<file path="config.mk">
export PLATFORM = sky130hd
export DESIGN_NAME = pic_host_bus_master
export DESIGN_NICKNAME = d
export VERILOG_FILES = /design/src/rtl/pic_bus_pkg.sv /design/src/rtl/pic_pulse_timer.sv /design/src/rtl/pic_host_bus_master.sv
export SDC_FILE = /design/constraint.sdc
export NUM_CORES = 1
export LEC_CHECK = 0
export ABC_AREA = 1
export ABC_CLOCK_PERIOD_IN_PS = 1800
export CORE_MARGIN = 2
export CORE_UTILIZATION = 48
export DETAILED_ROUTE_END_ITERATION = 16
export MAX_ROUTING_LAYER = met4
export PLACE_DENSITY = 0.84
export SETUP_SLACK_MARGIN = 0.15
export SYNTH_ARGS = -nofsm -noshare
export SYNTH_HDL_FRONTEND = slang
export SYNTH_SLANG_ARGS = --single-unit
export TNS_END_PERCENT = 30
</file>
<file path="constraint.sdc">
create_clock -name clk -period 1.8 [get_ports clk]
set_input_delay 0.36 -clock clk [delete_from_list [all_inputs] [get_ports clk]]
set_output_delay 0.36 -clock clk [all_outputs]
set_load 0.1 [all_outputs]
</file>
<file path="src/rtl/pic_bus_pkg.sv">
// Shared types and constants for the 8259-style PIC host bus master.
package pic_bus_pkg;

    typedef enum logic [3:0] {
        ST_IDLE     = 4'd0,
        ST_SETUP    = 4'd1,
        ST_STROBE   = 4'd2,
        ST_HOLD     = 4'd3,
        ST_RECOVER  = 4'd4,
        ST_ACK1     = 4'd5,
        ST_ACK_GAP  = 4'd6,
        ST_ACK2     = 4'd7,
        ST_ACK_DONE = 4'd8
    } pic_state_e;

    localparam logic A0_ICW1_OCW23  = 1'b0;
    localparam logic A0_ICW234_OCW1 = 1'b1;

    localparam int unsigned DEF_SETUP_CYC = 32'd1;
    localparam int unsigned DEF_PULSE_CYC = 32'd2;
    localparam int unsigned DEF_GAP_CYC   = 32'd2;
    localparam int unsigned TMR_W         = 32'd8;

    // States in which CS_n is driven low for a register access.
    function automatic logic in_bus_cycle(input pic_state_e s);
        return (s == ST_SETUP) || (s == ST_STROBE) || (s == ST_HOLD);
    endfunction

    // The timer counts down to zero, so an N-cycle phase loads N-1.
    function automatic logic [TMR_W-1:0] cyc_to_load(input int unsigned cyc);
        return TMR_W'(cyc - 32'd1);
    endfunction

endpackage

</file>
<file path="src/rtl/pic_pulse_timer.sv">
// Loadable down-counter; done_o is high while the count sits at zero.
module pic_pulse_timer
    import pic_bus_pkg::*;
#(
    parameter int unsigned W = TMR_W
) (
    input  logic         clk,
    input  logic         rst,
    input  logic         load_i,
    input  logic [W-1:0] load_val_i,
    output logic         done_o
);

    logic [W-1:0] cnt_q;

    // Count register: load has priority, otherwise decrement and park at zero.
    always_ff @(posedge clk) begin
        if (rst) begin
            cnt_q <= {W{1'b0}};
        end else if (load_i) begin
            cnt_q <= load_val_i;
        end else if (cnt_q != {W{1'b0}}) begin
            cnt_q <= cnt_q - {{(W-1){1'b0}}, 1'b1};
        end else begin
            cnt_q <= cnt_q;
        end
    end

    assign done_o = (cnt_q == {W{1'b0}});

endmodule

</file>
<file path="src/rtl/pic_host_bus_master.sv">
// CPU-side initiator for an 8259-style PIC: timed register accesses plus
// autonomous two-pulse INTA acknowledge with vector capture.
module pic_host_bus_master
    import pic_bus_pkg::*;
#(
    parameter int unsigned SETUP_CYC = DEF_SETUP_CYC,
    parameter int unsigned PULSE_CYC = DEF_PULSE_CYC,
    parameter int unsigned GAP_CYC   = DEF_GAP_CYC
) (
    input  logic       clk,
    input  logic       rst,
    input  logic       cmd_valid,
    output logic       cmd_ready,
    input  logic       cmd_write,
    input  logic       cmd_a0,
    input  logic [7:0] cmd_wdata,
    output logic       rsp_valid,
    output logic [7:0] rsp_rdata,
    input  logic       int_en,
    input  logic       INT,
    output logic       vec_valid,
    output logic [7:0] vec,
    output logic       busy,
    output logic       CS_n,
    output logic       RD_n,
    output logic       WR_n,
    output logic       A0,
    output logic [7:0] Dout,
    input  logic [7:0] Din,
    output logic       INTA_n
);

    localparam logic [TMR_W-1:0] LD_SETUP = cyc_to_load(SETUP_CYC);
    localparam logic [TMR_W-1:0] LD_PULSE = cyc_to_load(PULSE_CYC);
    localparam logic [TMR_W-1:0] LD_GAP   = cyc_to_load(GAP_CYC);

    pic_state_e       state_q, state_d;
    logic             wr_q, wr_d;
    logic             a0_q, a0_d;
    logic [7:0]       wdata_q, wdata_d;
    logic             tmr_load;
    logic [TMR_W-1:0] tmr_val;
    logic             tmr_done;
    logic             int_req;

    logic             cs_n_q, rd_n_q, wr_n_q, inta_n_q, a0_out_q, busy_q;
    logic             rsp_valid_q, vec_valid_q;
    logic [7:0]       dout_q, rsp_rdata_q, vec_q;

    assign int_req   = int_en && INT;
    // A pending acknowledge blocks new commands so it always wins a tie.
    assign cmd_ready = !rst && (state_q == ST_IDLE) && !int_req;

    pic_pulse_timer #(.W(TMR_W)) u_timer (
        .clk        (clk),
        .rst        (rst),
        .load_i     (tmr_load),
        .load_val_i (tmr_val),
        .done_o     (tmr_done)
    );

    // Next-state, command latch and phase-timer load decisions.
    always_comb begin
        state_d  = state_q;
        wr_d     = wr_q;
        a0_d     = a0_q;
        wdata_d  = wdata_q;
        tmr_load = 1'b0;
        tmr_val  = LD_PULSE;
        case (state_q)
            ST_IDLE: begin
                if (int_req) begin
                    state_d  = ST_ACK1;
                    tmr_load = 1'b1;
                    tmr_val  = LD_PULSE;
                end else if (cmd_valid) begin
                    state_d  = ST_SETUP;
                    wr_d     = cmd_write;
                    a0_d     = cmd_a0 ? A0_ICW234_OCW1 : A0_ICW1_OCW23;
                    wdata_d  = cmd_wdata;
                    tmr_load = 1'b1;
                    tmr_val  = LD_SETUP;
                end else begin
                    state_d = ST_IDLE;
                end
            end
            ST_SETUP: begin
                if (tmr_done) begin
                    state_d  = ST_STROBE;
                    tmr_load = 1'b1;
                    tmr_val  = LD_PULSE;
                end else begin
                    state_d = ST_SETUP;
                end
            end
            ST_STROBE: begin
                if (tmr_done) begin
                    state_d = ST_HOLD;
                end else begin
                    state_d = ST_STROBE;
                end
            end
            ST_HOLD: begin
                state_d  = ST_RECOVER;
                tmr_load = 1'b1;
                tmr_val  = LD_GAP;
            end
            ST_RECOVER: begin
                if (tmr_done) begin
                    state_d = ST_IDLE;
                end else begin
                    state_d = ST_RECOVER;
                end
            end
            ST_ACK1: begin
                if (tmr_done) begin
                    state_d  = ST_ACK_GAP;
                    tmr_load = 1'b1;
                    tmr_val  = LD_GAP;
                end else begin
                    state_d = ST_ACK1;
                end
            end
            ST_ACK_GAP: begin
                if (tmr_done) begin
                    state_d  = ST_ACK2;
                    tmr_load = 1'b1;
                    tmr_val  = LD_PULSE;
                end else begin
                    state_d = ST_ACK_GAP;
                end
            end
            ST_ACK2: begin
                if (tmr_done) begin
                    state_d  = ST_ACK_DONE;
                    tmr_load = 1'b1;
                    tmr_val  = LD_GAP;
                end else begin
                    state_d = ST_ACK2;
                end
            end
            ST_ACK_DONE: begin
                if (tmr_done) begin
                    state_d = ST_IDLE;
                end else begin
                    state_d = ST_ACK_DONE;
                end
            end
            default: begin
                state_d = ST_IDLE;
            end
        endcase
    end

    // State, latched command and pin registers; pins are decoded from the
    // next state so they line up with the state they belong to.
    always_ff @(posedge clk) begin
        if (rst) begin
            state_q     <= ST_IDLE;
            wr_q        <= 1'b0;
            a0_q        <= A0_ICW1_OCW23;
            wdata_q     <= 8'h00;
            cs_n_q      <= 1'b1;
            rd_n_q      <= 1'b1;
            wr_n_q      <= 1'b1;
            inta_n_q    <= 1'b1;
            a0_out_q    <= 1'b0;
            dout_q      <= 8'h00;
            busy_q      <= 1'b0;
            rsp_valid_q <= 1'b0;
            rsp_rdata_q <= 8'h00;
            vec_valid_q <= 1'b0;
            vec_q       <= 8'h00;
        end else begin
            state_q     <= state_d;
            wr_q        <= wr_d;
            a0_q        <= a0_d;
            wdata_q     <= wdata_d;
            cs_n_q      <= !in_bus_cycle(state_d);
            wr_n_q      <= !((state_d == ST_STROBE) && wr_d);
            rd_n_q      <= !((state_d == ST_STROBE) && !wr_d);
            inta_n_q    <= !((state_d == ST_ACK1) || (state_d == ST_ACK2));
            a0_out_q    <= a0_d;
            dout_q      <= (in_bus_cycle(state_d) && wr_d) ? wdata_d : 8'h00;
            busy_q      <= (state_d != ST_IDLE);
            rsp_valid_q <= (state_d == ST_HOLD) && !wr_d;
            vec_valid_q <= (state_q == ST_ACK2) && (state_d == ST_ACK_DONE);
            if ((state_q == ST_STROBE) && tmr_done && !wr_q) begin
                rsp_rdata_q <= Din;
            end
            if ((state_q == ST_ACK2) && tmr_done) begin
                vec_q <= Din;
            end
        end
    end

    assign CS_n      = cs_n_q;
    assign RD_n      = rd_n_q;
    assign WR_n      = wr_n_q;
    assign INTA_n    = inta_n_q;
    assign A0        = a0_out_q;
    assign Dout      = dout_q;
    assign busy      = busy_q;
    assign rsp_valid = rsp_valid_q;
    assign rsp_rdata = rsp_rdata_q;
    assign vec_valid = vec_valid_q;
    assign vec       = vec_q;

endmodule

</file>
==> run_results.csv, run 1 <==
group,metric,value,unit
global_route,grt_overflow_total,0,
global_route,grt_pass1_wl,8.804,mm
pwr,peakVddDrop,0.0009653,V
worst_setup_path,path_buf_inv,1,
timing,timing.final.crit_period,1.663,ns
timing,rsz0062_at_grt,"true",
timing,finalHoldViolCount,0,
worst_setup_path,crit_type,"flop to flop",
clocking,clockBufferDepth,2,
floorplan,die_h,71.33,µm
timing,fin_hold_ws,0.4956,ns
logic_synthesis,syn_inst,264,
logic_synthesis,synth_area_leader_cell,"dfxtp_1",
min_path,hold_class,"flop to flop",
detailed_routing,ant_nets,0,
logic_synthesis,ys_seq_area_frac,0.4876,
layout,multi_input_area,0.001042,mm²
worst_setup_path,critPathLaunchType,"flop",
global_route,antenna_found_initial,0,
floorplan,die_area,0.005087,mm²
floorplan,die_x,71.33,µm
worst_setup_path,cpLargestDelayFamily,"compound AO/OA/AOI/OAI gates",
clocking,h-tree-depth,2,
logic_synthesis,synth_fp_nets,289,
logic_synthesis,ys_ff_latch,53,
layout,drive_gt1_frac,0.3006,
place,post_dp_cell_area,0.003159,mm²
layout,layout_commonest_cell,"nor2_1",
timing,max_freq,0.6014,GHz
detailed_routing,wirelength,6.172,mm
timing,fin_crit_sh,0.9238,
logic_synthesis,avgSynthCellArea,8.242,µm²
timing,slew_headroom,0.7599,
detailed_routing,drt-wirelength-per-cell,15.91,µm
layout,nNetsFinal,361,
pwr,finalPower,5.273,mW
clocking,tritoncts,"built",
detailed_routing,drtIter0Drc,174,
worst_setup_path,startpoint,"state_q[0]$_SDFF_PP0_",
min_path,min_from,"u_timer.cnt_q[1]$_SDFFE_PP0P_",
run,drv_cap,0,
detailed_routing,drc,0,
worst_setup_path,slowest_delay,0.43,ns
worst_setup_path,crit_slowest_cell,"dfxtp_2",
logic_synthesis,synth.top_cell.area_share,0.4876,
clocking,cts-root-buf,"clkbuf_8",
global_route,grt_max_degree,22,
layout,area_delta_synth_final,55.03,%
clocking,worstSkewPairLatency,0.32,ns
pwr,power.leakage,1.425,nW
layout,antenna_cells,0,
worst_setup_path,end_kind,"flop",
logic_synthesis,synthTopCellsByArea,"dfxtp_1 49%, nor2_1 13%, nand2_1 5.3%, mux2i_1 3.7%, inv_1 3.6%",
clocking,cts.reportedPaths.clkPinSlew,0.10,ns
timing,finalSetupViolations,0,
place,place_congestion,0.8483,
logic_synthesis,synthesis.area,0.002176,mm²
layout,final_area,0.003373,mm²
worst_setup_path,critPathMostFrequentCell,"o21ai_0",
pwr,cellPowerDensity,1563,mW/mm²
run_status,outcome,"finished, final reports clean",
global_route,grt_pass1_vias,1921,
clocking,clock_sinks,53,
logic_synthesis,yosysWarnings,0,
floorplan,placementRows,24,
worst_setup_path,crit_chain,"inv_1 -> nand2_1 -> nor2_1 -> o21ai_0 -> nand3_1 -> o21ai_0",
floorplan,num_io_pins,56,
logic_synthesis,synth_cell_type_count,29,
global_route,gr-usage-all-layers,0.2319,
detailed_routing,drtPass1Iterations,5,
clocking,cts_made_buffers,5,
worst_setup_path,cp.arrival,1.90,ns
layout,instances_no_fill,388,
worst_setup_path,worstPathMaxFanout,7,
place,hpwl,4.136,mm
layout,final_cell_mix,"66 x nor2_1, 48 x dfxtp_1, 35 x buf_12",
timing,slew_viol_final,0,
layout,seqCellArea,0.001070,mm²
worst_setup_path,cp.required,2.03,ns
detailed_routing,vias_per_cell,5.302,
worst_setup_path,r2r_start,"state_q[0]$_SDFF_PP0_",
floorplan,core,0.004354,mm²
timing,skew,0.009315,ns
place,io_buffers,55,
layout,postLayoutCoreUtil,0.7747,
layout,nFillCells,262,
timing,tightestPinTransition,0.3564,ns
place,place_inst,374,
floorplan,start_util,0.4997,
detailed_routing,dr_total_vias,2057,
-- tightest hold or removal path, cell delays in order, from the launching register on --
cell,delay (ns)
dfxtp_2,0.33
nand2_1,0.05
o21ai_0,0.07
-- sequential cells by signal, summed over array words and instances, names as in the netlist --
signal         cells
A0                 1
Dout               8
wdata_q            8
rsp_valid          1
busy               1
INTA_n             1
vec                8
CS_n               1
vec_valid          1
state_q            4
RD_n               1
wr_q               1
WR_n               1
u_timer.cnt_q      8
rsp_rdata          8
-- stage by stage --
stage	TNS [ns]	worst slack [ns]
6_report	0	0.1372
5_1_grt	0	0.02122
4_1_cts	0	0.1514
3_5_place_dp	-1.228	-0.1390
3_3_place_gp	-0.1817	-0.04017
2_1_floorplan	0	0.1671
-- where the power goes --
group / leakage (nW) / switching, mW / internal [mW] / total [mW]
combinational: 0.949 / 1.86 / 1.14 / 3.00
sequential: 0.433 / 0.194 / 1.38 / 1.57
clock: 0.0433 / 0.394 / 0.305 / 0.699
-- synth_stat cells --
cell,n
o21ai_0,13
nand3_1,10
inv_2,1
nor2_8,2
xor2_1,5
clkbuf_1,3
o21a_1,1
o21ai_2,1
or2_1,1
o21ai_1,7
a21oi_1,3
nand2_4,3
mux2i_1,8
buf_12,1
nor3_1,4
nand4_1,3
a31oi_1,1
dfxtp_1,53
nor2_4,4
clkinv_4,1
buf_6,1
nor2_1,73
o21ai_4,1
nand2_1,31
nand3_4,1
nand2_2,5
nor2_2,4
inv_1,21
ha_1,2
-- per-layer routing --
layer | track usage | wire length [µm] | up-vias
li1 | - | - | 971
met1 | 0.2498 | 2240 | 952
met2 | 0.4136 | 3250 | 98
met3 | 0.03938 | 346 | 36
met4 | 0.1069 | 335 | 0
met5 | - | 0 | -
-- kinds of logic after synthesis --
group           Yosys count  synth area share
flops                    53            0.4876
buf+inv                  28           0.06153
compound gates           27           0.07073
simple gates            141            0.3117
mux                       8           0.03680
fa+ha+maj                 2           0.01150
xor+xnor                  5           0.02013
-- area by class of cell --
| cell class | instances | area share |
|---|---|---|
| Clock buffer | 6 | 0.02448 |
| Clock inverter | 1 | 0.002226 |
| Inverter | 23 | 0.02893 |
| Multi-Input combinational cell | 184 | 0.3090 |
| Sequential cell | 53 | 0.3171 |
| Tap cell | 52 | 0.01929 |
| Timing Repair Buffer | 69 | 0.2990 |
-- path summary, 6_finish.rpt --
kind	cells past startpoint	endpoint	slack [ns]
max reg2reg	6	u_timer.cnt_q[1]$_SDFFE_PP0P_	0.14
min reg2reg	2	u_timer.cnt_q[1]$_SDFFE_PP0P_	0.50
min	2	u_timer.cnt_q[1]$_SDFFE_PP0P_	0.50
max	6	u_timer.cnt_q[1]$_SDFFE_PP0P_	0.14
-- what timing repair did --
action | in CTS | in global routing
hold buffers | 0 | 0
buffers inserted | 2 | 4
resized for setup | 6 | 22
hold endpoints to repair | 0 | 0
pin swaps | 5 | 9
endpoints found under the setup margin | 25 | 29
cloned | 1 | 0
No activity file was read; power rests on OpenSTA's default activity.
==> run 2: changes to the inputs <==
--- a/config.mk
+++ b/config.mk
@@ -13,6 +13,7 @@
 export MAX_ROUTING_LAYER = met4
 export PLACE_DENSITY = 0.84
 export SETUP_SLACK_MARGIN = 0.15
+export SKIP_LAST_GASP = 1
 export SYNTH_ARGS = -nofsm -noshare
 export SYNTH_HDL_FRONTEND = slang
 export SYNTH_SLANG_ARGS = --single-unit
==> results of run 2 <==
No change in the layout: final DEF, timing and power equal those of run 1.
